**src/rtl/led_pkg.sv**
```systemverilog
// Shared constants, scanner state encoding and row extraction helper for the
// 16x16 LED matrix scanner.
package led_pkg;

  localparam int MATRIX_DIM = 16;
  localparam int FRAME_BITS = 256;

  typedef enum logic [2:0] {
    ST_IDLE    = 3'd0,
    ST_LOAD    = 3'd1,
    ST_SHIFT   = 3'd2,
    ST_LATCH   = 3'd3,
    ST_DISPLAY = 3'd4
  } scan_state_e;

  // Bit r*16+c of the frame is row r, column c; the returned word keeps column 15 as its MSB.
  function automatic logic [MATRIX_DIM-1:0] row_word(input logic [FRAME_BITS-1:0] frm,
                                                     input logic [3:0] row);
    return frm[{row, 4'b0000} +: MATRIX_DIM];
  endfunction

endpackage

```
**src/rtl/led_row_shifter.sv**
```systemverilog
// MSB-first 16-bit serializer: every bit is held for 2*CLK_DIV cycles, with sclk
// low for the first half and high for the second.
module led_row_shifter
  import led_pkg::*;
#(
  parameter int CLK_DIV = 2
) (
  input  logic                  clk,
  input  logic                  reset,
  input  logic                  load_i,
  input  logic [MATRIX_DIM-1:0] data_i,
  output logic                  sdata_o,
  output logic                  sclk_o,
  output logic                  done_o
);

  localparam int              PW       = $clog2(2 * CLK_DIV);
  localparam logic [PW-1:0]   PH_RISE  = PW'(CLK_DIV - 1);
  localparam logic [PW-1:0]   PH_LAST  = PW'(2 * CLK_DIV - 1);
  localparam logic [3:0]      BIT_LAST = 4'(MATRIX_DIM - 1);

  logic                  active_q, active_d;
  logic [MATRIX_DIM-1:0] shreg_q, shreg_d;
  logic [PW-1:0]         phase_q, phase_d;
  logic [3:0]            bit_q, bit_d;
  logic                  sclk_q, sclk_d;

  // Shift register, bit timing and sclk registers.
  always_ff @(posedge clk or posedge reset) begin
    if (reset) begin
      active_q <= 1'b0;
      shreg_q  <= '0;
      phase_q  <= '0;
      bit_q    <= 4'd0;
      sclk_q   <= 1'b0;
    end else begin
      active_q <= active_d;
      shreg_q  <= shreg_d;
      phase_q  <= phase_d;
      bit_q    <= bit_d;
      sclk_q   <= sclk_d;
    end
  end

  // Next bit/phase; sdata is the shift register MSB so it only moves at bit boundaries.
  always_comb begin
    active_d = active_q;
    shreg_d  = shreg_q;
    phase_d  = phase_q;
    bit_d    = bit_q;
    sclk_d   = sclk_q;
    if (load_i) begin
      active_d = 1'b1;
      shreg_d  = data_i;
      phase_d  = '0;
      bit_d    = 4'd0;
      sclk_d   = 1'b0;
    end else if (active_q) begin
      if (phase_q == PH_LAST) begin
        phase_d = '0;
        sclk_d  = 1'b0;
        if (bit_q == BIT_LAST) begin
          active_d = 1'b0;
          shreg_d  = '0;
          bit_d    = 4'd0;
        end else begin
          bit_d   = bit_q + 4'd1;
          shreg_d = {shreg_q[MATRIX_DIM-2:0], 1'b0};
        end
      end else begin
        phase_d = phase_q + PW'(1);
        if (phase_q == PH_RISE) begin
          sclk_d = 1'b1;
        end else begin
          sclk_d = sclk_q;
        end
      end
    end else begin
      sclk_d  = 1'b0;
      shreg_d = '0;
    end
  end

  assign sdata_o = shreg_q[MATRIX_DIM-1];
  assign sclk_o  = sclk_q;
  assign done_o  = active_q && (phase_q == PH_LAST) && (bit_q == BIT_LAST);

endmodule

```
**src/rtl/led_matrix_scanner.sv**
```systemverilog
// 16x16 LED matrix scan controller: captures a frame into a shadow buffer once per
// scan, then shifts, latches and displays each row in turn.
module led_matrix_scanner
  import led_pkg::*;
#(
  parameter int CLK_DIV   = 2,
  parameter int ON_CYCLES = 256
) (
  input  logic                  clk,
  input  logic                  reset,
  input  logic [FRAME_BITS-1:0] frame,
  input  logic                  frame_valid,
  output logic                  frame_ready,
  output logic                  sdata,
  output logic                  sclk,
  output logic                  latch,
  output logic                  oe_n,
  output logic [3:0]            row_addr,
  output logic                  frame_done
);

  localparam int            DW        = (ON_CYCLES > 1) ? $clog2(ON_CYCLES) : 1;
  localparam logic [DW-1:0] DISP_LAST = DW'(ON_CYCLES - 1);
  localparam logic [3:0]    ROW_LAST  = 4'(MATRIX_DIM - 1);

  scan_state_e           state_q, state_d;
  logic [3:0]            row_q, row_d;
  logic [DW-1:0]         disp_cnt_q, disp_cnt_d;
  logic [FRAME_BITS-1:0] shadow_q, shadow_d;
  logic                  frame_ready_q, frame_ready_d;
  logic                  frame_done_q, frame_done_d;
  logic                  latch_q, latch_d;
  logic                  oe_n_q, oe_n_d;
  logic [3:0]            row_addr_q, row_addr_d;
  logic                  disp_last_s;
  logic                  shift_load_s;
  logic                  shift_done_s;
  logic [MATRIX_DIM-1:0] shift_data_s;

  assign disp_last_s = (disp_cnt_q == DISP_LAST);

  // State register; ST_IDLE is the reset-pending state ahead of the first LOAD.
  always_ff @(posedge clk or posedge reset) begin
    if (reset) begin
      state_q <= ST_IDLE;
    end else begin
      state_q <= state_d;
    end
  end

  // Next-state logic.
  always_comb begin
    state_d = state_q;
    case (state_q)
      ST_IDLE:    state_d = ST_LOAD;
      ST_LOAD:    state_d = ST_SHIFT;
      ST_SHIFT: begin
        if (shift_done_s) begin
          state_d = ST_LATCH;
        end else begin
          state_d = ST_SHIFT;
        end
      end
      ST_LATCH:   state_d = ST_DISPLAY;
      ST_DISPLAY: begin
        if (!disp_last_s) begin
          state_d = ST_DISPLAY;
        end else if (row_q == ROW_LAST) begin
          state_d = ST_LOAD;
        end else begin
          state_d = ST_SHIFT;
        end
      end
      default:    state_d = ST_IDLE;
    endcase
  end

  // Outputs are decoded from the next state so they are registered yet aligned with it.
  always_comb begin
    row_d         = row_q;
    disp_cnt_d    = '0;
    shadow_d      = shadow_q;
    if (state_q == ST_DISPLAY && disp_last_s) begin
      row_d = row_q + 4'd1;
    end else begin
      row_d = row_q;
    end
    if (state_q == ST_DISPLAY && !disp_last_s) begin
      disp_cnt_d = disp_cnt_q + DW'(1);
    end else begin
      disp_cnt_d = '0;
    end
    if (state_q == ST_LOAD && frame_valid) begin
      shadow_d = frame;
    end else begin
      shadow_d = shadow_q;
    end
    shift_load_s  = (state_d == ST_SHIFT) && (state_q != ST_SHIFT);
    shift_data_s  = row_word(shadow_d, row_d);
    frame_ready_d = (state_d == ST_LOAD);
    frame_done_d  = (state_d == ST_LOAD) && (state_q == ST_DISPLAY);
    latch_d       = (state_d == ST_LATCH);
    oe_n_d        = (state_d != ST_DISPLAY);
    if (state_d == ST_LATCH) begin
      row_addr_d = row_q;
    end else begin
      row_addr_d = row_addr_q;
    end
  end

  // Counters, shadow buffer and registered panel outputs.
  always_ff @(posedge clk or posedge reset) begin
    if (reset) begin
      row_q         <= 4'd0;
      disp_cnt_q    <= '0;
      shadow_q      <= '0;
      frame_ready_q <= 1'b0;
      frame_done_q  <= 1'b0;
      latch_q       <= 1'b0;
      oe_n_q        <= 1'b1;
      row_addr_q    <= 4'd0;
    end else begin
      row_q         <= row_d;
      disp_cnt_q    <= disp_cnt_d;
      shadow_q      <= shadow_d;
      frame_ready_q <= frame_ready_d;
      frame_done_q  <= frame_done_d;
      latch_q       <= latch_d;
      oe_n_q        <= oe_n_d;
      row_addr_q    <= row_addr_d;
    end
  end

  led_row_shifter #(
    .CLK_DIV (CLK_DIV)
  ) u_shifter (
    .clk     (clk),
    .reset   (reset),
    .load_i  (shift_load_s),
    .data_i  (shift_data_s),
    .sdata_o (sdata),
    .sclk_o  (sclk),
    .done_o  (shift_done_s)
  );

  assign frame_ready = frame_ready_q;
  assign frame_done  = frame_done_q;
  assign latch       = latch_q;
  assign oe_n        = oe_n_q;
  assign row_addr    = row_addr_q;

endmodule

```
**config.mk**
```make
export PLATFORM = sky130hd
export DESIGN_NAME = led_matrix_scanner
export DESIGN_NICKNAME = d
export VERILOG_FILES = /design/src/rtl/led_pkg.sv /design/src/rtl/led_row_shifter.sv /design/src/rtl/led_matrix_scanner.sv
export SDC_FILE = /design/constraint.sdc
export NUM_CORES = 1
export LEC_CHECK = 0
export CAP_MARGIN = 20
export CELL_PAD_IN_SITES_DETAIL_PLACEMENT = 1
export CELL_PAD_IN_SITES_GLOBAL_PLACEMENT = 1
export CORE_ASPECT_RATIO = 1.5
export CORE_MARGIN = 1.5
export CORE_UTILIZATION = 52
export CTS_BUF_LIST = sky130_fd_sc_hd__clkbuf_8
export DETAILED_ROUTE_END_ITERATION = 10
export DONT_BUFFER_PORTS = 1
export MAX_ROUTING_LAYER = met4
export PLACE_DENSITY = 0.78
export SLEW_MARGIN = 10
export SYNTH_ARGS = -nofsm -noshare
export SYNTH_HDL_FRONTEND = slang
export SYNTH_SLANG_ARGS = --single-unit
```
**constraint.sdc**
```tcl
create_clock -name clk -period 12.77 [get_ports clk]
set_clock_uncertainty 0.15 [all_clocks]
set_input_delay 2.554 -clock clk [delete_from_list [all_inputs] [get_ports clk]]
set_output_delay 2.554 -clock clk [all_outputs]
set_load 0.1 [all_outputs]
```
* Word level (Yosys, flattened, before mapping)
Cells that the tools add are included.
** Operators by class
- $add $sub $neg :: 4
- $mul :: 0
- Div/mod/pow operators :: 0
- Magnitude comparators :: 0
- Equal/unequal tests :: 16
- Shifts and indexed selects :: 1
- Multiplexer cells :: 26
- Bitwise logic cells :: 0
- Reductions and logical operators :: 12
** Operator list (number)
- $mux W256 :: 1
- $shiftx A256 B9 Y16 :: 1
- $mux W16 :: 4
- $mux W4 :: 5
- $pmux W3 S5 :: 1
- $eq A3 B2 Y1 const B :: 4
- $mux W1 :: 9
- $add A4 B1 Y4 const B :: 2
- $add A8 B1 Y8 const B :: 1
- $eq A4 B4 Y1 const B :: 2
- $eq A8 B8 Y1 const B :: 1
- $mux W2 :: 4
- $mux W8 :: 1
- $logic_and A1 B1 Y1 :: 7
- $eq A3 B1 Y1 const B :: 2
- $ne A3 B3 Y1 const B :: 2
- $ne A4 B4 Y1 const B :: 1
- $reduce_bool A2 Y1 :: 2
- $eq A3 B3 Y1 const B :: 1
- $logic_not A3 Y1 :: 1
- $mux W3 :: 1
- $ne A3 B2 Y1 const B :: 1
- $add A2 B1 Y2 const B :: 1
- $eq A2 B1 Y1 const B :: 1
- other kinds (3) :: 3
** Word-level totals
- Register bits after elaboration :: 303
- Latch bits :: 0
- Bits in writable memories :: 0
- ROM bits :: 0
- Input bits :: 259
- Word-level logic and storage cells :: 73
- Memories :: 0

* Depth between registers and ports, before layout
Gate-level depths: netlist (run 1).
- Word-level depth :: 9
- Gate-level depth with buffers :: 12
- Mapped depth without buffers :: 9

* Cells and area by module
Synthesis (run 1) repeated with hierarchy kept, for this count alone.
** Second synthesis, totals
- Cells, all modules :: 1153
- Area total of the unflattened synthesis :: 14312.5 µm²
** By module, submodules not included
- led_matrix_scanner :: instances 1, cells an instance 1037, area each 13160.1 µm²
- led_row_shifter :: instances 1, cells an instance 116, area each 1152.4 µm²

* Least setup slack after synthesis (run 1)
OpenSTA, ideal clock, no wires.
- Kind :: input port to flip-flop
- Start point :: input port frame_valid
- End point :: register u_shifter.shreg_q[13]
- Setup time :: 131 ps
- Data arrival time :: 4443 ps
- Required time :: 12489 ps
- Setup slack :: 8046 ps
- Stages on the path :: 10
- Path buffers :: 4
- Path through :: nor4bb_1 -> clkbuf_1 -> buf_2 -> buf_2 -> buf_2 -> mux2_2 -> mux2i_1 -> o22ai_1 -> o31ai_1 -> nand3_1
** On the way
- Longest elaborated chain between the ends :: 4
** Ends and longest elaborated chain
- from (decl) :: RTL line led_matrix_scanner.sv:12 : input logic frame_valid,
- $logic_and A1 B1 Y1 :: RTL line led_matrix_scanner.sv:93 : if (state_q == ST_LOAD && frame_valid) begin
- $mux W256 :: RTL line led_matrix_scanner.sv:93
- named net shadow_d[61] :: RTL line led_matrix_scanner.sv:29 : logic [FRAME_BITS-1:0] shadow_q, shadow_d;
- $shiftx A256 B9 Y16 :: RTL line led_pkg.sv:19 : return frm[{row, 4'b0000} +: MATRIX_DIM];
- $mux W16 :: RTL line led_row_shifter.sv:52 : if (load_i) begin
- to (signal assigned) :: RTL line led_row_shifter.sv:38 : shreg_q <= shreg_d;
- to (decl) :: RTL line led_row_shifter.sv:23 : logic [MATRIX_DIM-1:0] shreg_q, shreg_d;
The timed path passes the listed nets, and every way through them passes these cells.
A chain may end at the register's enable or synchronous reset.

* Worst setup path after layout (run 1)
Same ends and word-level chain as after synthesis.

==> flow_summary.json, run 1 <==
{
  "fmax_mhz": 174.0,
  "powerDensity_nw_per_um2": 123.9,
  "layout-drive-gt1-share": 0.2850,
  "drt_wl_total_um": 40440,
  "vias": 9526,
  "wl_per_cell_um": 25.71,
  "worstRegToRegCells": 8,
  "clock_latency_ns": 0.59,
  "use_met2": 0.5098,
  "grt_start_max_net_pins": 175,
  "grt_pass1_wl_um": 61510,
  "gp_congestion": 0.8432,
  "path_max_fanout": 73,
  "worst_pin_slew_ns": 0.9868,
  "p_clk_frac": 0.414,
  "clk_pin_slew_ns": 0.06,
  "avgSynthCellArea_um2": 11.74,
  "grt.total_usage": 0.2911,
  "clock-sinks": 303,
  "p_leak_nw": 6.806,
  "holdWs_ns": 0.3452,
  "cts_hold_buffers": 0,
  "max_cap_viol_count": 0,
  "dieArea_um2": 28360,
  "drt_first_pass_iters": 4,
  "synthArstFlopShare": 1.000,
  "min_period_ns": 5.746,
  "io-pin-count": 269,
  "slew_headroom": 0.3421,
  "synth_flop_cell": "dfrtp_1",
  "hold_class": "reg -> reg",
  "die_h_um": 205.5,
  "critPathLaunchType": "input pin",
  "nets": 1455,
  "path_class": "in -> reg",
  "rows": 74,
  "final_cell_mix": "dfrtp_1, mux2_2, nor2_1",
  "port-buffer-count": 0,
  "cts_root_buffer": "clkbuf_8",
  "initial_core_util": 0.5258,
  "rsz0062_at_grt": "no",
  "grt_pass1_vias": 10610,
  "fillers": 2829,
  "final_hold_viol_count": 0,
  "grt-ovfl-total": 0,
  "min_path_cells": 1,
  "ys_types": 55,
  "r2r_end": "u_shifter.shreg_q[13]$_DFFE_PP0P_",
  "worst_ep_required_time_ns": 13.05,
  "ctsResizeCount": 0,
  "grt_use_met3": 0.06400,
  "intPower_mw": 1.454,
  "drtAntennaViolNets": 0,
  "vias_per_cell": 6.056,
  "swShare": 0.2342,
  "syn2layout_area_growth_pct": 7.816,
  "p_sw_uw": 444.5,
  "vdd.ir_drop.worst_v": 0.00008621,
  "antenna_found_initial": 9,
  "min_period_over_period": 0.4499,
  "crit_path_end_kind": "flop",
  "comb_power_share": 0.052,
  "slew_viol_final": 0,
  "busiest_layer": "met2",
  "synth-edff-count": 0,
  "yosysWarnings": 0,
  "mostFrequentLayoutCell": "dfrtp_1",
  "core_um2": 27040,
  "netlist_area_um2": 14220,
  "drt-initial-drc-count": 441,
  "setup-tns-final_ns": 0,
  "cts_made_buffers": 46,
  "synth_nets": 1475,
  "min_to": "shadow_q[56]$_DFF_PP0_",
  "hold_start": "shadow_q[56]$_DFF_PP0_",
  "hpwl_um": 28190,
  "synth_seq_area_share": 0.5334,
  "setup_viol": 0,
  "die_w_um": 138.0,
  "arrival_ns": 6.03,
  "ys_ff_latch": 303,
  "drc": 0,
  "post-cts-setup-buffer-count": 0,
  "tritoncts": "done",
  "power_frac_seq": 0.535,
  "outcome": "finished, final reports clean",
  "postSynthCellCount": 1211,
  "htreeDepth": 2,
  "r2r_start": "state_q[1]$_DFF_PP0_",
  "rrSetupSlack_ns": 8.40,
  "grtUsageMet1": 0.3253,
  "cts_max_path_buffers": 3
}
cells in the mapped netlist (2+ instances only):
| cell type | instances | area share |
|---|---|---|
| nor4_1 | 7 | 0.0031 |
| mux2_2 | 245 | 0.19 |
| a22oi_1 | 9 | 0.0048 |
| or3_1 | 4 | 0.0018 |
| buf_4 | 3 | 0.0016 |
| ha_1 | 5 | 0.0044 |
| mux2i_1 | 56 | 0.039 |
| inv_1 | 22 | 0.0058 |
| dfrtp_1 | 302 | 0.53 |
| o311ai_0 | 13 | 0.0080 |
| o31ai_1 | 6 | 0.0032 |
| a21o_1 | 9 | 0.0048 |
| buf_6 | 2 | 0.0016 |
| buf_2 | 43 | 0.015 |
| o22ai_1 | 25 | 0.011 |
| buf_1 | 2 | 0.00053 |
| nor2_1 | 82 | 0.022 |
| xor2_1 | 6 | 0.0037 |
| nand3_1 | 22 | 0.0077 |
| nand2_1 | 63 | 0.017 |
| o211ai_1 | 3 | 0.0016 |
| a21oi_1 | 62 | 0.022 |
| xnor2_1 | 3 | 0.0018 |
| clkbuf_1 | 33 | 0.0087 |
| o21ai_0 | 55 | 0.019 |
| o32a_1 | 13 | 0.0092 |
| nor3_1 | 44 | 0.015 |
| nor2b_1 | 3 | 0.0013 |
| a21boi_0 | 8 | 0.0042 |
| or2_2 | 9 | 0.0040 |
| and2_1 | 2 | 0.00088 |
| inv_4 | 2 | 0.00088 |
| nor3_2 | 2 | 0.0014 |
| nand4_1 | 11 | 0.0048 |
| nor3b_1 | 6 | 0.0032 |
| and3_1 | 2 | 0.00088 |
| and4_1 | 9 | 0.0055 |
power by group through the flow:
stage                     logic [mW]  registers, mW  clock network, mW
after CTS                     0.0999           1.02              0.804
final                         0.0978           1.02              0.785
after global placement        0.0947           1.03                  0
after global routing           0.109           1.02              0.842
after detailed placement      0.0991           1.03                  0
after floorplan               0.0746           1.03                  0
final cells by class:
cell class	count	area, um2	share of cell area
Antenna cell	10	25.02	0.001633
Clock buffer	59	812.0	0.05298
Clock inverter	19	77.57	0.005061
Inverter	25	106.4	0.006939
Multi-Input combinational cell	800	6170	0.4025
Sequential cell	303	7584	0.4948
Tap cell	342	427.9	0.02792
Timing Repair Buffer	15	125.1	0.008163
metrics by stage:
| stage | power (mW) | utilization | cells | worst slack, ns | instance area (um2) |
|---|---|---|---|---|---|
| 4_1_cts | 1.920 | 0.5660 | 1563 | 7.085 | 15300 |
| 2_1_floorplan | 1.102 | - | 1211 | 1.693 | 14220 |
| 3_5_place_dp | 1.132 | 0.5331 | 1485 | 6.466 | 14410 |
| 6_report | 1.898 | 0.5669 | 1573 | 7.024 | 15330 |
| 3_3_place_gp | 1.124 | 0.5331 | 1485 | 6.598 | 14410 |
| 5_1_grt | 1.970 | 0.5668 | 1572 | 6.817 | 15320 |
worst max-delay path, stage by stage:
cell,delay (ns)
nor4bb_4,0.27
buf_4,0.66
buf_4,0.83
mux2_2,0.44
o311ai_0,0.37
o32a_1,0.33
o22ai_1,0.11
o21ai_0,0.18
nand3_1,0.13
cell families (layout without fill, tap and decap cells):
logic type,count (synthesis),in the layout,share of synthesized area
xor gates and xnor gates,9,9,0.005545
buffers and inverters,108,118,0.03450
muxes,301,301,0.2335
other,0,10,0
adders and majority gates,5,5,0.004401
and+or+nand+nor,274,274,0.09505
DFF,303,303,0.5334
AOI/OAI and AO/OA,211,211,0.09356
state kept, by name, summed over array words and instances, names as in the netlist:
name / flops
u_shifter.sclk_o: 1
u_shifter.bit_q: 4
oe_n: 1
u_shifter.active_q: 1
disp_cnt_q: 8
latch: 1
u_shifter.phase_q: 2
u_shifter.shreg_q: 16
shadow_q: 256
row_addr: 4
frame_done: 1
state_q: 3
frame_ready: 1
row_q: 4
metal layers:
metal,part of all wire,up-vias,wire (um)
met1,0.38,4863,15460
met5,0,-,0
met4,0.034,0,1377
met3,0.052,74,2084
li1,-,4335,-
met2,0.53,254,21510
worst max path at each step:
stage | start | cells past startpoint | endpoint | slack (ns)
after global routing | frame_valid | 9 | u_shifter.shreg_q[9]$_DFFE_PP0P_ | 6.82
after detailed placement | frame_valid | 9 | u_shifter.shreg_q[13]$_DFFE_PP0P_ | 6.47
after CTS | frame_valid | 9 | u_shifter.shreg_q[13]$_DFFE_PP0P_ | 7.09
final | frame_valid | 9 | u_shifter.shreg_q[13]$_DFFE_PP0P_ | 7.02
after global placement | frame_valid | 9 | u_shifter.shreg_q[13]$_DFFE_PP0P_ | 6.60
after floorplan | reset | 1 | disp_cnt_q[0]$_DFF_PP0_ | 1.69
Note: power is estimated with default switching activity, not from simulation.
==> run 2, diff against run 1 <==
CORE_UTILIZATION = 47   (was 52)
PLACE_DENSITY = 0.74   (was 0.78)
clock period = 4.73 ns   (was 12.77 ns; I/O delays follow)
==> flow_summary.json, run 2 (synthesis gave the netlist of run 1 again) <==
{
  "grt_pass1_wl_um": 63160,
  "power_frac_seq": 0.515,
  "stdcell_count": 1651,
  "die_w_um": 145,
  "final_cell_mix": "dfrtp_1, mux2_2, nor2_1",
  "layout-drive-gt1-share": 0.2957,
  "power.total_mw": 5.322,
  "grt_pass1_vias": 10770,
  "crit_path_end_kind": "flop",
  "vias": 9570,
  "antenna_found_initial": 15,
  "grt_start_max_net_pins": 150,
  "intPower_mw": 4.101,
  "ctsResizeCount": 0,
  "dieArea_um2": 31320,
  "htreeDepth": 2,
  "slew_headroom": 0.3488,
  "wl_per_cell_um": 24.61,
  "port-buffer-count": 0,
  "powerDensity_nw_per_um2": 339.3,
  "fillers": 3116,
  "cts_root_buffer": "clkbuf_8",
  "vdd.ir_drop.worst_v": 0.0001899,
  "core_um2": 29580,
  "drt_wl_total_um": 40630,
  "p_sw_mw": 1.220,
  "post-cts-setup-buffer-count": 0,
  "swShare": 0.2293,
  "critPathLaunchType": "flop",
  "min_period_over_period": 0.8081,
  "fmax_mhz": 261.6,
  "path_max_fanout": 40,
  "mostFrequentLayoutCell": "dfrtp_1",
  "die_h_um": 216.0,
  "nets": 1470,
  "drt_first_pass_iters": 4,
  "gp_congestion": 0.8257,
  "hold_class": "in -> async",
  "setup-tns-final_ns": 0,
  "p_leak_nw": 6.953,
  "p_clk_frac": 0.435,
  "clock_latency_ns": 0.58,
  "tritoncts": "done",
  "drtAntennaViolNets": 0,
  "rows": 77,
  "vias_per_cell": 5.796,
  "max_cap_viol_count": 0,
  "slew_viol_final": 0,
  "grt-ovfl-total": 0,
  "worst_ep_required_time_ns": 5.02,
  "utilization": 0.5303,
  "clock-sinks": 303,
  "arrival_ns": 4.11,
  "min_period_ns": 3.822,
  "outcome": "finished, final reports clean",
  "cts_made_buffers": 47,
  "io-pin-count": 269,
  "hpwl_um": 28690,
  "comb_power_share": 0.051,
  "reg.largest.list": "shadow_q (256), u_shifter.shreg_q (16), disp_cnt_q (8)",
  "final_hold_viol_count": 0,
  "drc": 0,
  "syn2layout_area_growth_pct": 10.32,
  "cts_hold_buffers": 0,
  "multi_input_area_um2": 6170,
  "path_class": "reg -> reg",
  "clk_pin_slew_ns": 0.07,
  "initial_core_util": 0.4806,
  "largest-register": "shadow_q",
  "grt.total_usage": 0.2703,
  "worst_pin_slew_ns": 0.9768,
  "largest_register_ffs": 256,
  "cts_max_path_buffers": 3,
  "rsz0062_at_grt": "no",
  "drt-initial-drc-count": 417,
  "post-place-cells": 1552,
  "setup_viol": 0,
  "seq_area_um2": 7584
}
run 2: cell type report:
class	count	share of cell area
diodes	15	0.002393
clock buffers	59	0.05178
clock inverters	25	0.01141
inverters	25	0.006542
multi-input cells	800	0.3934
flip-flops and latches	303	0.4835
well taps	395	0.03151
repair buffers	29	0.01947
run 2: power by group through the flow:
stage          Clock [mW]  Sequential [mW]  Combinational, mW
2_1_floorplan           0             2.78              0.202
3_3_place_gp            0             2.78              0.265
3_5_place_dp            0             2.79              0.273
4_1_cts              2.38             2.74              0.275
5_1_grt              2.49             2.75              0.299
6_report             2.31             2.74              0.269
run 2: critical path, cell delays in order, from the launching register on:
cell and delay [ns]:
dfrtp_1 0.49, or3b_1 0.68, or4_4 0.62, and2_4 0.23, inv_4 0.41, buf_4 0.33
mux2i_1 0.20, o22ai_1 0.10, o31ai_1 0.29, nand3_1 0.14
run 2: stage by stage:
step,hold WS (ns),instance area [um2],setup WS (ns)
finish,0.1911,15680,0.9079
global route,0.2102,15680,0.6845
CTS,0.1744,15650,0.8623
detailed placement,0.3344,14660,0.9025
global placement,0.3187,14660,0.9722
floorplan,0.3043,14220,-0.3942
run 2: final timing paths:
kind,from,endpoint,slack [ns],cells after the start
max,state_q[1]$_DFF_PP0_,u_shifter.shreg_q[13]$_DFFE_PP0P_,0.91,9
min,reset,shadow_q[71]$_DFF_PP0_,0.19,1
max reg2reg,state_q[1]$_DFF_PP0_,u_shifter.shreg_q[13]$_DFFE_PP0P_,0.91,9
min reg2reg,shadow_q[74]$_DFF_PP0_,shadow_q[74]$_DFF_PP0_,0.35,1
max in group asynchronous,reset,shadow_q[205]$_DFF_PP0_,3.01,2
min in group clk,shadow_q[74]$_DFF_PP0_,shadow_q[74]$_DFF_PP0_,0.35,1
run 2: metal layers:
layer,vias up,GRT usage,share of wire
li1,4370,-,-
met1,4885,0.2938,0.38
met2,248,0.4772,0.54
met3,67,0.06089,0.050
met4,0,0.1069,0.028
met5,-,-,0
==> run 3, diff against run 2 <==
clock period = 3.25 ns   (was 4.73 ns; I/O delays follow)
==> flow_summary.json, run 3 (synthesis gave the netlist of run 1 again) <==
{
  "outcome": "finished, final reports clean",
  "slew_headroom": 0.3265,
  "wl_per_cell_um": 24.66,
  "crit_chain": "buf_4 > nor4bb_4 > buf_4 > buf_6 > buf_4 > mux2_2 > o311ai_0 > o32a_1 > o22ai_1 > o21ai_0 > nand3_1",
  "slew_viol_final": 0,
  "nets": 1525,
  "die_w_um": 145,
  "reg.largest.list": "shadow_q (256), u_shifter.shreg_q (16), disp_cnt_q (8)",
  "port-buffer-count": 0,
  "layout-drive-gt1-share": 0.3292,
  "power.total_mw": 7.692,
  "antenna_found_initial": 10,
  "grt-ovfl-total": 0,
  "tritoncts": "done",
  "drt-initial-drc-count": 373,
  "path_max_fanout": 8,
  "crit_path_end_kind": "flop",
  "worst_pin_slew_ns": 1.010,
  "grt_pass1_vias": 11110,
  "hold_start": "frame[66]",
  "syn2layout_area_growth_pct": 13.87,
  "vias": 9936,
  "drt_first_pass_iters": 5,
  "grt_start_max_net_pins": 125,
  "min_period_ns": 3.105,
  "clock-sinks": 303,
  "die_h_um": 216.0,
  "largest-register": "shadow_q",
  "drt_wl_total_um": 41950,
  "largest_register_ffs": 256,
  "clk_pin_slew_ns": 0.07,
  "hold_class": "in -> reg",
  "htreeDepth": 2,
  "vias_per_cell": 5.841,
  "min_period_over_period": 0.9554,
  "fillers": 3062,
  "cts_max_path_buffers": 3,
  "dieArea_um2": 31320,
  "final_cell_mix": "dfrtp_1, mux2_2, nor2_1",
  "powerDensity_nw_per_um2": 475.2,
  "fmax_mhz": 322.1,
  "place_ws_ns": -0.1819,
  "vdd.ir_drop.worst_v": 0.0002959,
  "grt.total_usage": 0.2760,
  "worst_ep_required_time_ns": 3.55,
  "path_class": "reg -> reg",
  "p_leak_nw": 7.231,
  "cts_made_buffers": 46,
  "setup_viol": 0,
  "max_cap_viol_count": 0,
  "arrival_ns": 3.41,
  "grt_pass1_wl_um": 65340,
  "mostFrequentLayoutCell": "dfrtp_1",
  "gp_congestion": 0.8339,
  "drtAntennaViolNets": 0,
  "critPathLaunchType": "flop",
  "worst_slack_ns": 0.1451,
  "crit_path_max_incr_delay_ns": 0.47,
  "cp_slowest_cell": "o311ai_0",
  "drc": 0,
  "r2r_start": "state_q[1]$_DFF_PP0_",
  "initial_core_util": 0.4806,
  "setup-tns-final_ns": 0,
  "io-pin-count": 269,
  "cts_root_buffer": "clkbuf_8",
  "startpoint": "state_q[1]$_DFF_PP0_",
  "crit_top_cell": "buf_4",
  "hpwl_um": 29750,
  "final_hold_viol_count": 0,
  "rows": 77,
  "core_um2": 29580,
  "clock_latency_ns": 0.58
}
run 3: where the power goes:
group	internal (mW)	switching, mW	leakage [nW]	total [mW]
Clock	1.81	1.51	0.547	3.31
Sequential	3.94	0.0529	3.91	3.99
Combinational	0.169	0.222	2.77	0.390
Total	5.91	1.78	7.23	7.69
run 3: final cells by class:
| class | instances | area (um2) | share of cell area |
|---|---|---|---|
| Antenna cell | 12 | 30.03 | 0.001855 |
| Inverter | 25 | 102.6 | 0.006338 |
| Tap cell | 395 | 494.2 | 0.03053 |
| Multi-Input combinational cell | 800 | 6177 | 0.3816 |
| Clock inverter | 21 | 142.6 | 0.008811 |
| Sequential cell | 303 | 7584 | 0.4685 |
| Clock buffer | 60 | 825.8 | 0.05101 |
| Timing Repair Buffer | 85 | 832.0 | 0.05140 |
run 3: worst paths after layout:
| kind | endpoint | depth (start not counted) | slack, ns |
|---|---|---|---|
| min | shadow_q[66]$_DFF_PP0_ | 1 | 0.08 |
| min in group asynchronous | shadow_q[71]$_DFF_PP0_ | 2 | 0.39 |
| max in group asynchronous | shadow_q[203]$_DFF_PP0_ | 3 | 1.55 |
| max | u_shifter.shreg_q[13]$_DFFE_PP0P_ | 11 | 0.15 |
| min reg2reg | shadow_q[66]$_DFF_PP0_ | 1 | 0.35 |
| max reg2reg | u_shifter.shreg_q[13]$_DFFE_PP0P_ | 11 | 0.15 |
run 3: critical path: cells and delay by family (launching register included):
family | cells | cell delay (ns)
compound gates | 4 | 1.00
buf+inv | 4 | 0.64
flops | 1 | 0.40
mux | 1 | 0.36
simple gates | 2 | 0.42
run 3: per-stage QoR:
| stage | cell area [um2] | hold slack, ns | instances | util |
|---|---|---|---|---|
| 2_1_floorplan | 14220 | 0.3043 | 1211 | - |
| 3_3_place_gp | 15100 | 0.3245 | 1600 | 0.5106 |
| 3_5_place_dp | 15100 | 0.3324 | 1600 | 0.5106 |
| 4_1_cts | 16120 | 0.04795 | 1686 | 0.5449 |
| 5_1_grt | 16180 | 0.05426 | 1699 | 0.5471 |
| 6_report | 16190 | 0.07972 | 1701 | 0.5473 |
run 3: what timing repair did:
item                                    in CTS  in global routing
endpoints found under the setup margin       1                  6
hold buffers                                 1                  0
cloned                                       0                  1
endpoints found under the hold margin       11                  0
setup buffers                                4                  2
pin swaps                                    0                  1
resized for setup                            1                  4
run 3: layer usage:
metal	up-vias	track usage	routed length (um)
met1	5130	0.3129	16270
met5	-	-	0
met4	0	0.1079	1332
li1	4476	-	-
met2	250	0.4831	22460
met3	80	0.04926	1886
